[src/rtl/frame_color_scan_if.sv]
// Bus between the frame colour scanner and its environment: scan control,
// frame buffer read port and classification results.
interface frame_color_scan_if #(
    parameter int AW = 15,
    parameter int DW = 8
);
    logic          start;
    logic [AW-1:0] mem_addr;
    logic [DW-1:0] mem_data;
    logic          busy;
    logic          done;
    logic [1:0]    color;
    logic [AW-1:0] cnt_red;
    logic [AW-1:0] cnt_green;
    logic [AW-1:0] cnt_blue;

    modport slave (
        input  start, mem_data,
        output mem_addr, busy, done, color, cnt_red, cnt_green, cnt_blue
    );

    modport master (
        output start, mem_data,
        input  mem_addr, busy, done, color, cnt_red, cnt_green, cnt_blue
    );
endinterface

[src/rtl/frame_color_scan.sv]
// Sweeps every RGB332 pixel of the frame buffer once per start request, counts
// red/green/blue-dominant pixels and registers the winning colour.
module frame_color_scan #(
    parameter int AW      = 15,
    parameter int DW      = 8,
    parameter int NPIX    = 19200,
    parameter int MIN_PIX = 200
) (
    input  logic                clk,
    input  logic                rst,
    frame_color_scan_if.slave   bus
);
    typedef enum logic [2:0] {IDLE, SCAN, DRAIN, DECIDE, DONE} state_t;

    localparam logic [AW-1:0] LAST_ADDR = AW'(NPIX - 1);
    localparam logic [AW-1:0] MIN_CNT   = AW'(MIN_PIX);
    localparam logic [AW-1:0] CNT_ONE   = AW'(1);

    state_t        state, state_nxt;
    logic          vld_p1;
    logic [1:0]    cls_p1;
    logic [AW-1:0] mem_addr;
    logic [AW-1:0] cnt_red, cnt_green, cnt_blue;
    logic [1:0]    color;
    logic          busy, done;

    // 00 = not counted, 01 red, 10 green, 11 blue; the three classes are disjoint.
    function automatic logic [1:0] classify(input logic [DW-1:0] pix);
        logic [2:0] r, g;
        logic [1:0] b;
        r = pix[7:5];
        g = pix[4:2];
        b = pix[1:0];
        classify = 2'b00;
        if (r >= 3'd5 && g <= 3'd2 && b <= 2'd1)
            classify = 2'b01;
        else if (g >= 3'd5 && r <= 3'd2 && b <= 2'd1)
            classify = 2'b10;
        else if (b == 2'd3 && r <= 3'd2 && g <= 3'd2)
            classify = 2'b11;
    endfunction

    // >= comparisons give ties to red first, then green.
    function automatic logic [1:0] decide_color(input logic [AW-1:0] r,
                                                input logic [AW-1:0] g,
                                                input logic [AW-1:0] b);
        logic [1:0]    win;
        logic [AW-1:0] win_cnt;
        if (r >= g && r >= b) begin
            win     = 2'b01;
            win_cnt = r;
        end else if (g >= b) begin
            win     = 2'b10;
            win_cnt = g;
        end else begin
            win     = 2'b11;
            win_cnt = b;
        end
        decide_color = (win_cnt >= MIN_CNT) ? win : 2'b00;
    endfunction

    always_ff @(posedge clk) begin
        if (!rst)
            state <= IDLE;
        else
            state <= state_nxt;
    end

    always_comb begin
        state_nxt = state;
        busy      = 1'b1;
        done      = 1'b0;
        case (state)
            IDLE: begin
                busy = 1'b0;
                if (bus.start)
                    state_nxt = SCAN;
            end
            SCAN: begin
                if (mem_addr == LAST_ADDR)
                    state_nxt = DRAIN;
            end
            DRAIN:  state_nxt = DECIDE;
            DECIDE: state_nxt = DONE;
            DONE: begin
                done      = 1'b1;
                state_nxt = IDLE;
            end
            default: state_nxt = IDLE;
        endcase
    end

    // Stage p1: RAM data for the address issued last cycle is classified here.
    assign cls_p1 = classify(bus.mem_data);

    always_ff @(posedge clk) begin
        if (!rst) begin
            mem_addr  <= '0;
            vld_p1    <= 1'b0;
            cnt_red   <= '0;
            cnt_green <= '0;
            cnt_blue  <= '0;
            color     <= 2'b00;
        end else begin
            vld_p1 <= (state == SCAN);
            if (vld_p1) begin
                case (cls_p1)
                    2'b01:   cnt_red   <= cnt_red + CNT_ONE;
                    2'b10:   cnt_green <= cnt_green + CNT_ONE;
                    2'b11:   cnt_blue  <= cnt_blue + CNT_ONE;
                    default: ;
                endcase
            end
            case (state)
                IDLE: begin
                    mem_addr <= '0;
                    if (bus.start) begin
                        cnt_red   <= '0;
                        cnt_green <= '0;
                        cnt_blue  <= '0;
                        color     <= 2'b00;
                    end
                end
                SCAN: begin
                    if (mem_addr != LAST_ADDR)
                        mem_addr <= mem_addr + CNT_ONE;
                end
                DECIDE: color <= decide_color(cnt_red, cnt_green, cnt_blue);
                DONE:   mem_addr <= '0;
                default: ;
            endcase
        end
    end

    assign bus.mem_addr  = mem_addr;
    assign bus.busy      = busy;
    assign bus.done      = done;
    assign bus.color     = color;
    assign bus.cnt_red   = cnt_red;
    assign bus.cnt_green = cnt_green;
    assign bus.cnt_blue  = cnt_blue;
endmodule

[src/flat_wrapper.sv]
// flat-port wrapper written by rule: the top's interface ports become plain ports
module frame_color_scan_flat 
#(
    parameter int AW      = 15,
    parameter int DW      = 8,
    parameter int NPIX    = 19200,
    parameter int MIN_PIX = 200
)
  (clk, rst, bus_start, bus_mem_data, bus_mem_addr, bus_busy, bus_done, bus_color, bus_cnt_red, bus_cnt_green, bus_cnt_blue);
  frame_color_scan_if #(.AW(AW), .DW(DW)) bus_i ();
  input  logic clk;
  input  logic rst;
  input wire logic [$bits(bus_i.start)-1:0] bus_start;
  input wire logic [$bits(bus_i.mem_data)-1:0] bus_mem_data;
  output wire logic [$bits(bus_i.mem_addr)-1:0] bus_mem_addr;
  output wire logic [$bits(bus_i.busy)-1:0] bus_busy;
  output wire logic [$bits(bus_i.done)-1:0] bus_done;
  output wire logic [$bits(bus_i.color)-1:0] bus_color;
  output wire logic [$bits(bus_i.cnt_red)-1:0] bus_cnt_red;
  output wire logic [$bits(bus_i.cnt_green)-1:0] bus_cnt_green;
  output wire logic [$bits(bus_i.cnt_blue)-1:0] bus_cnt_blue;
  assign bus_i.start = bus_start;
  assign bus_i.mem_data = bus_mem_data;
  assign bus_mem_addr = bus_i.mem_addr;
  assign bus_busy = bus_i.busy;
  assign bus_done = bus_i.done;
  assign bus_color = bus_i.color;
  assign bus_cnt_red = bus_i.cnt_red;
  assign bus_cnt_green = bus_i.cnt_green;
  assign bus_cnt_blue = bus_i.cnt_blue;
  frame_color_scan #(.AW(AW), .DW(DW), .NPIX(NPIX), .MIN_PIX(MIN_PIX)) u_core (.clk(clk), .rst(rst), .bus(bus_i));
endmodule
[config.mk]
export PLATFORM = sky130hd
export DESIGN_NAME = frame_color_scan_flat
export DESIGN_NICKNAME = d
export VERILOG_FILES = /design/src/rtl/frame_color_scan_if.sv /design/src/rtl/frame_color_scan.sv /design/src/flat_wrapper.sv
export SDC_FILE = /design/constraint.sdc
export NUM_CORES = 1
export LEC_CHECK = 0
export CAP_MARGIN = 0
export CORE_MARGIN = 2
export CORE_UTILIZATION = 53
export DETAILED_ROUTE_END_ITERATION = 12
export HOLD_SLACK_MARGIN = 0.08
export PLACE_DENSITY = 0.84
export SLEW_MARGIN = 5
export SYNTH_ARGS = -nofsm -noshare
export SYNTH_HDL_FRONTEND = slang
export SYNTH_SLANG_ARGS = --single-unit
[constraint.sdc]
create_clock -name clk -period 3.1 [get_ports clk]
set_input_delay 0.775 -clock clk [delete_from_list [all_inputs] [get_ports clk]]
set_output_delay 0.775 -clock clk [all_outputs]
set_load 0.005 [all_outputs]
* Word-level counts from Yosys, hierarchy flattened
Cells that the tools add are included.
W data, S select, Z words.
** Storage, ports and cells
- Input port bits :: 11
- Output and inout port bits :: 64
- Bits in registers :: 66
- Logic and storage cells :: 78
** Operators by class
- Add/sub/neg operators :: 4
- Magnitude comparators :: 9
- Reductions and logical operators :: 14
- Eq/ne operators :: 13
- Mux-type cells :: 31
** Operator list (count)
- $mux W15 :: 17
- $add A15 B1 Y15 const B :: 4
- $ge A15 B15 Y1 :: 3
- $pmux W15 S2 :: 1
- $eq A15 B15 Y1 const B :: 1
- $ge A15 B8 Y1 const B :: 1
- $ne A15 B15 Y1 const B :: 1
- $mux W2 :: 6
- $pmux W3 S4 :: 1
- $logic_and A1 B1 Y1 :: 7
- $eq A2 B2 Y1 const B :: 3
- $eq A3 B2 Y1 const B :: 2
- $ge A3 B3 Y1 const B :: 2
- $le A3 B2 Y1 const B :: 2
- $mux W3 :: 2
- $reduce_and A2 Y1 :: 3
- $ne A2 B2 Y1 const B :: 2
- $pmux W2 S2 :: 1
- $reduce_bool A2 Y1 :: 2
- $eq A3 B1 Y1 const B :: 1
- $eq A3 B3 Y1 const B :: 1
- $logic_not A3 Y1 :: 1
- $mux W1 :: 3
- $eq A2 B1 Y1 const B :: 1
- other kinds (3) :: 3

* Logic depth before layout (Yosys ltp)
- Depth after elaboration :: 11
- Mapped depth :: 9
- Gate-level depth less buffers :: 9

* Least setup slack after synthesis
Ideal clock, no wire load.
- Kind :: input port to flip-flop
- Start :: in bus_mem_data[7]
- End :: reg u_core.cnt_green[13] (netlist: u_core.bus.cnt_green[13])
- Setup time :: 0.072 ns
- Data arrival time :: 2.430 ns
- Stages on the path :: 6
- Data required time :: 3.028 ns
- Path buffers :: 0
- Setup slack :: 0.598 ns
- Cells stage by stage :: nand2b_4 -> a2111oi_4 -> nand4_2 -> or4_4 -> or3_1 -> a21oi_1
** Between the ends
- Cells in the longest elaborated chain, start to end :: 11
- Elaborated cells between the ends (all ways) :: 16
- Those cells by class :: 2 x order compare; 1 x eq/ne; 7 x mux; 6 x reduce/logical
** Ends and longest elaborated chain
- start: declaration :: RTL line flat_wrapper.sv:14 : input wire logic [$bits(bus_i.mem_data)-1:0] bus_mem_data;
- $le A3 B2 Y1 :: RTL line frame_color_scan.sv:37, frame_color_scan.sv:39
- $logic_and A1 B1 Y1 (2 in a row) :: RTL line frame_color_scan.sv:39 : else if (b == 2'd3 && r <= 3'd2 && g <= 3'd2)
- $mux W2 :: RTL line frame_color_scan.sv:39
- $mux W2 :: RTL line frame_color_scan.sv:37 : else if (g >= 3'd5 && r <= 3'd2 && b <= 2'd1)
- $mux W2 * :: RTL line frame_color_scan.sv:35 : if (r >= 3'd5 && g <= 3'd2 && b <= 2'd1)
- $eq A2 B2 Y1 * :: RTL line frame_color_scan.sv:107 : case (cls_p1)
- $mux W15 * :: RTL line frame_color_scan.sv:107
- $mux W15 * :: RTL line frame_color_scan.sv:106 : if (vld_p1) begin
- $mux W15 :: RTL line frame_color_scan.sv:117 : if (bus.start) begin
- $mux W15 * :: RTL line frame_color_scan.sv:114 : case (state)
- end signal: assignment :: RTL line frame_color_scan.sv:109 : 2'b10: cnt_green <= cnt_green + CNT_ONE;
- end: declaration :: RTL line frame_color_scan.sv:23 : logic [AW-1:0] cnt_red, cnt_green, cnt_blue;
Every way passes the cells marked *; elsewhere a longest branch is shown, timed or not.
A chain may end at the register's enable or synchronous reset.

* Worst setup path after layout
- Start :: in bus_mem_data[6]
- End :: reg u_core.cnt_green[10] (netlist: u_core.bus.cnt_green[10])
Same word-level chain as after synthesis.

==> results_dict.tcl <==
set metrics [dict create \
    synth-seq-cells 66 \
    fin_crit_ns 2.667 \
    synth.distinct_cells 46 \
    max_stage_delay_ns 0.53 \
    pre_cts_slack_ns 0.1135 \
    arrival_ns 2.89 \
    grt_antenna_before_repair 0 \
    core_um2 7292 \
    tightest_slew_ns 1.043 \
    drt_iter0_markers 209 \
    crit_path_cell_trace "clkdlybuf4s50_1 > a2111oi_4 > and3_1 > nand4_1 > nor3b_1 > xnor2_1 > nor2_1" \
    finalCoreUtilization_pct 70.28 \
    nFillCells 607 \
    hold_class "flip-flop to flip-flop" \
    ioPinCount 75 \
    period_share_pct 86.02 \
    cts.sinks 66 \
    htreeDepth 3 \
    routed_wirelength_um 10320 \
    via_per_inst 5.785 \
    worstReg2RegStart "u_core.bus.cnt_blue[4]$_SDFF_PN0_" \
    finalHoldViolCount 0 \
    synth_edf_count 0 \
    crit_end "u_core.bus.cnt_green[10]$_SDFF_PN0_" \
    post_cts_buffers 0 \
    clk_latency_ns 0.35 \
    clockRootBuffer "clkbuf_8" \
    globalRoute.totalOverflow 0 \
    fp-row-count 31 \
    yosysWarnings 0 \
    finalNetCount 612 \
    rsz0062_at_grt "no" \
    top_layer "met4" \
    wirelength_met1_um 4495 \
    final_layout_size_suffix_gt1_share_pct 5.745 \
    grt_pass1_vias 3640 \
    final-setup-viol-count 0 \
    first_pass_iters 5 \
    cts_tree "built" \
    ctsResizeCount 0 \
    die_x_um 91.14 \
    hp-start "u_core.bus.color[0]$_SDFFE_PN0P_" \
    synthArstFlopShare_pct 0 \
    die_area_um2 8306 \
    r2r_end "u_core.bus.color[1]$_SDFFE_PN0P_" \
    routabilityCongestion 0.9174 \
    avgSynthCellArea_um2 8.561 \
    grt_pass1_wl_um 17200 \
    track_usage_pct 25.45 \
    ys_seq_area_share_pct 32.84 \
    synth_top_area_share_pct 32.84 \
    drv_cap 0 \
    clkTransAtPathRegs_ns 0.08 \
    critPathLaunchType "input pin" \
    leakagePower_uw 0.001908 \
    p_per_area_nw_per_um2 340.3 \
    wl_met2_um 5030 \
    synthesis.nets 530 \
    setup_ws_ns 0.4333 \
    portBuffers 74 \
    ys.flop_type "dfxtp_1" \
    numCtsBuffers 9 \
    crit_start "bus_mem_data[6]" \
    worstSetupPathType "input pin to flip-flop" \
    vias 3795 \
    place_hpwl_um 7670 \
    status "finished, final reports clean" \
    crit_required_ns 3.32 \
    r2r_cells 9 \
    drc 0 \
    r2r_slack_ns 0.57 \
    drtAntennaViolNets 0 \
    routed-wl-met3_um 558 \
    clockBufferDepth 2 \
    die_h_um 91.14 \
    ir_drop_v 0.0003163 \
    synth_top_cell_by_area "dfxtp_1" \
    grt_max_degree 46 \
    syn_inst 470 \
    crit_fanout 5 \
    maxSlewViolCount 0 \
    slew_headroom_pct 30.03 \
    start_util_pct 55.18 \
    cts_hold_buf 0 \
    synth.area.top_cells "dfxtp_1 (33%), ha_1 (15%), xnor2_1 (6.5%), nor2_1 (6.4%), xor2_1 (4.6%)" \
    endpoint_kind "flip-flop" \
    critPathSlowestCell "clkdlybuf4s50_1" \
    skew_ns 0.01092 \
    wl_per_cell_um 15.73 \
    tns_ns 0 \
    synthesis.area_um2 4024 \
    antennaDiodeCount 0 \
    area_growth_pct 27.36 \
    clock.fmax_mhz 375.0 \
]
-- cell usage after synthesis (all sizes together), types with 3 or more instances --
library cell,count
xor2,21
nor4,5
mux2i,5
or3,7
and4,5
o211ai,3
nand4,19
xnor2,30
nand2b,10
inv,31
nor2b,4
clkbuf,8
o21ai,13
a21oi,23
dfxtp,66
nand2,29
and3,9
nor2,69
a2111oi,3
ha,49
a21o,9
nor3,14
nand3,17
-- state kept, by name, indices dropped and copies added (netlist names) --
signal / flops
u_core.bus.mem_addr: 15
u_core.state: 3
u_core.bus.cnt_blue: 15
u_core.vld_p1: 1
u_core.bus.cnt_red: 15
u_core.bus.cnt_green: 15
u_core.bus.color: 2
-- worst min-delay path by stage --
stage | endpoint | cells after the start
final | u_core.bus.color[0]$_SDFFE_PN0P_ | 2
after global routing | u_core.bus.color[0]$_SDFFE_PN0P_ | 2
after CTS | u_core.bus.color[0]$_SDFFE_PN0P_ | 2
after detailed placement | u_core.bus.color[0]$_SDFFE_PN0P_ | 2
after global placement | u_core.bus.color[0]$_SDFFE_PN0P_ | 2
after floorplan | u_core.bus.color[0]$_SDFFE_PN0P_ | 2
-- worst max-delay path, delay by kind of cell --
family / cells / cell delay [ns]
buf+inv: 1 / 0.53
compound gates: 1 / 0.48
simple gates: 4 / 0.94
xor+xnor: 1 / 0.15
-- through the flow --
stage | cell area [um2] | total power (uW) | hold slack, ns | std cells
after global placement | 4900 | 935.4 | 0.4712 | 640
after CTS | 5125 | 1743 | 0.5111 | 656
final | 5125 | 1744 | 0.5057 | 656
after floorplan | 4024 | 907.0 | 0.4735 | 470
after global routing | 5125 | 1797 | 0.5697 | 656
after detailed placement | 4900 | 937.5 | 0.4995 | 640
-- cells by family (layout without fill, tap and decap cells) --
group / Yosys count / count (layout) / share of synthesized area (%)
adders and majority gates: 49 / 49 / 15.24
muxes: 5 / 5 / 1.244
AOI/OAI and AO/OA: 66 / 66 / 11.63
DFF: 66 / 66 / 32.84
and+or+nand+nor: 194 / 194 / 24.32
xor gates and xnor gates: 51 / 51 / 11.10
buffers and inverters: 39 / 126 / 3.638
-- area by class of cell --
type	count	area [um2]	area share (%)
Multi-Input combinational cell	365	2560	49.95
Sequential cell	66	1321	25.78
Timing Repair Buffer	79	778.2	15.19
Clock buffer	9	123.9	2.417
Tap cell	99	123.9	2.417
Inverter	31	116.4	2.271
Clock inverter	7	101.3	1.978
-- per-layer routing --
layer / track usage (%) / up-vias
met3: 4.896 / 24
li1: - / 1825
met2: 44.26 / 138
met1: 31.00 / 1808
met4: 9.722 / 0
met5: 0 / -
-- placed cells by master, fill, tap and decap left out, drive strengths merged, types with 17 or more instances in the layout --
master	count
nand2	29
dfxtp	66
xor2	21
inv	32
a21oi	23
clkdlybuf4s50	74
ha	49
xnor2	30
nand3	17
nand4	19
nor2	69
-- power by group --
part / internal (uW) / total (uW) / switching [uW]
combinational: 26.6 / 63.2 / 36.6
sequential: 850 / 855 / 5.58
clock: 458 / 826 / 368
total: 1330 / 1740 / 410
Note: power is estimated with default switching activity, not from simulation.
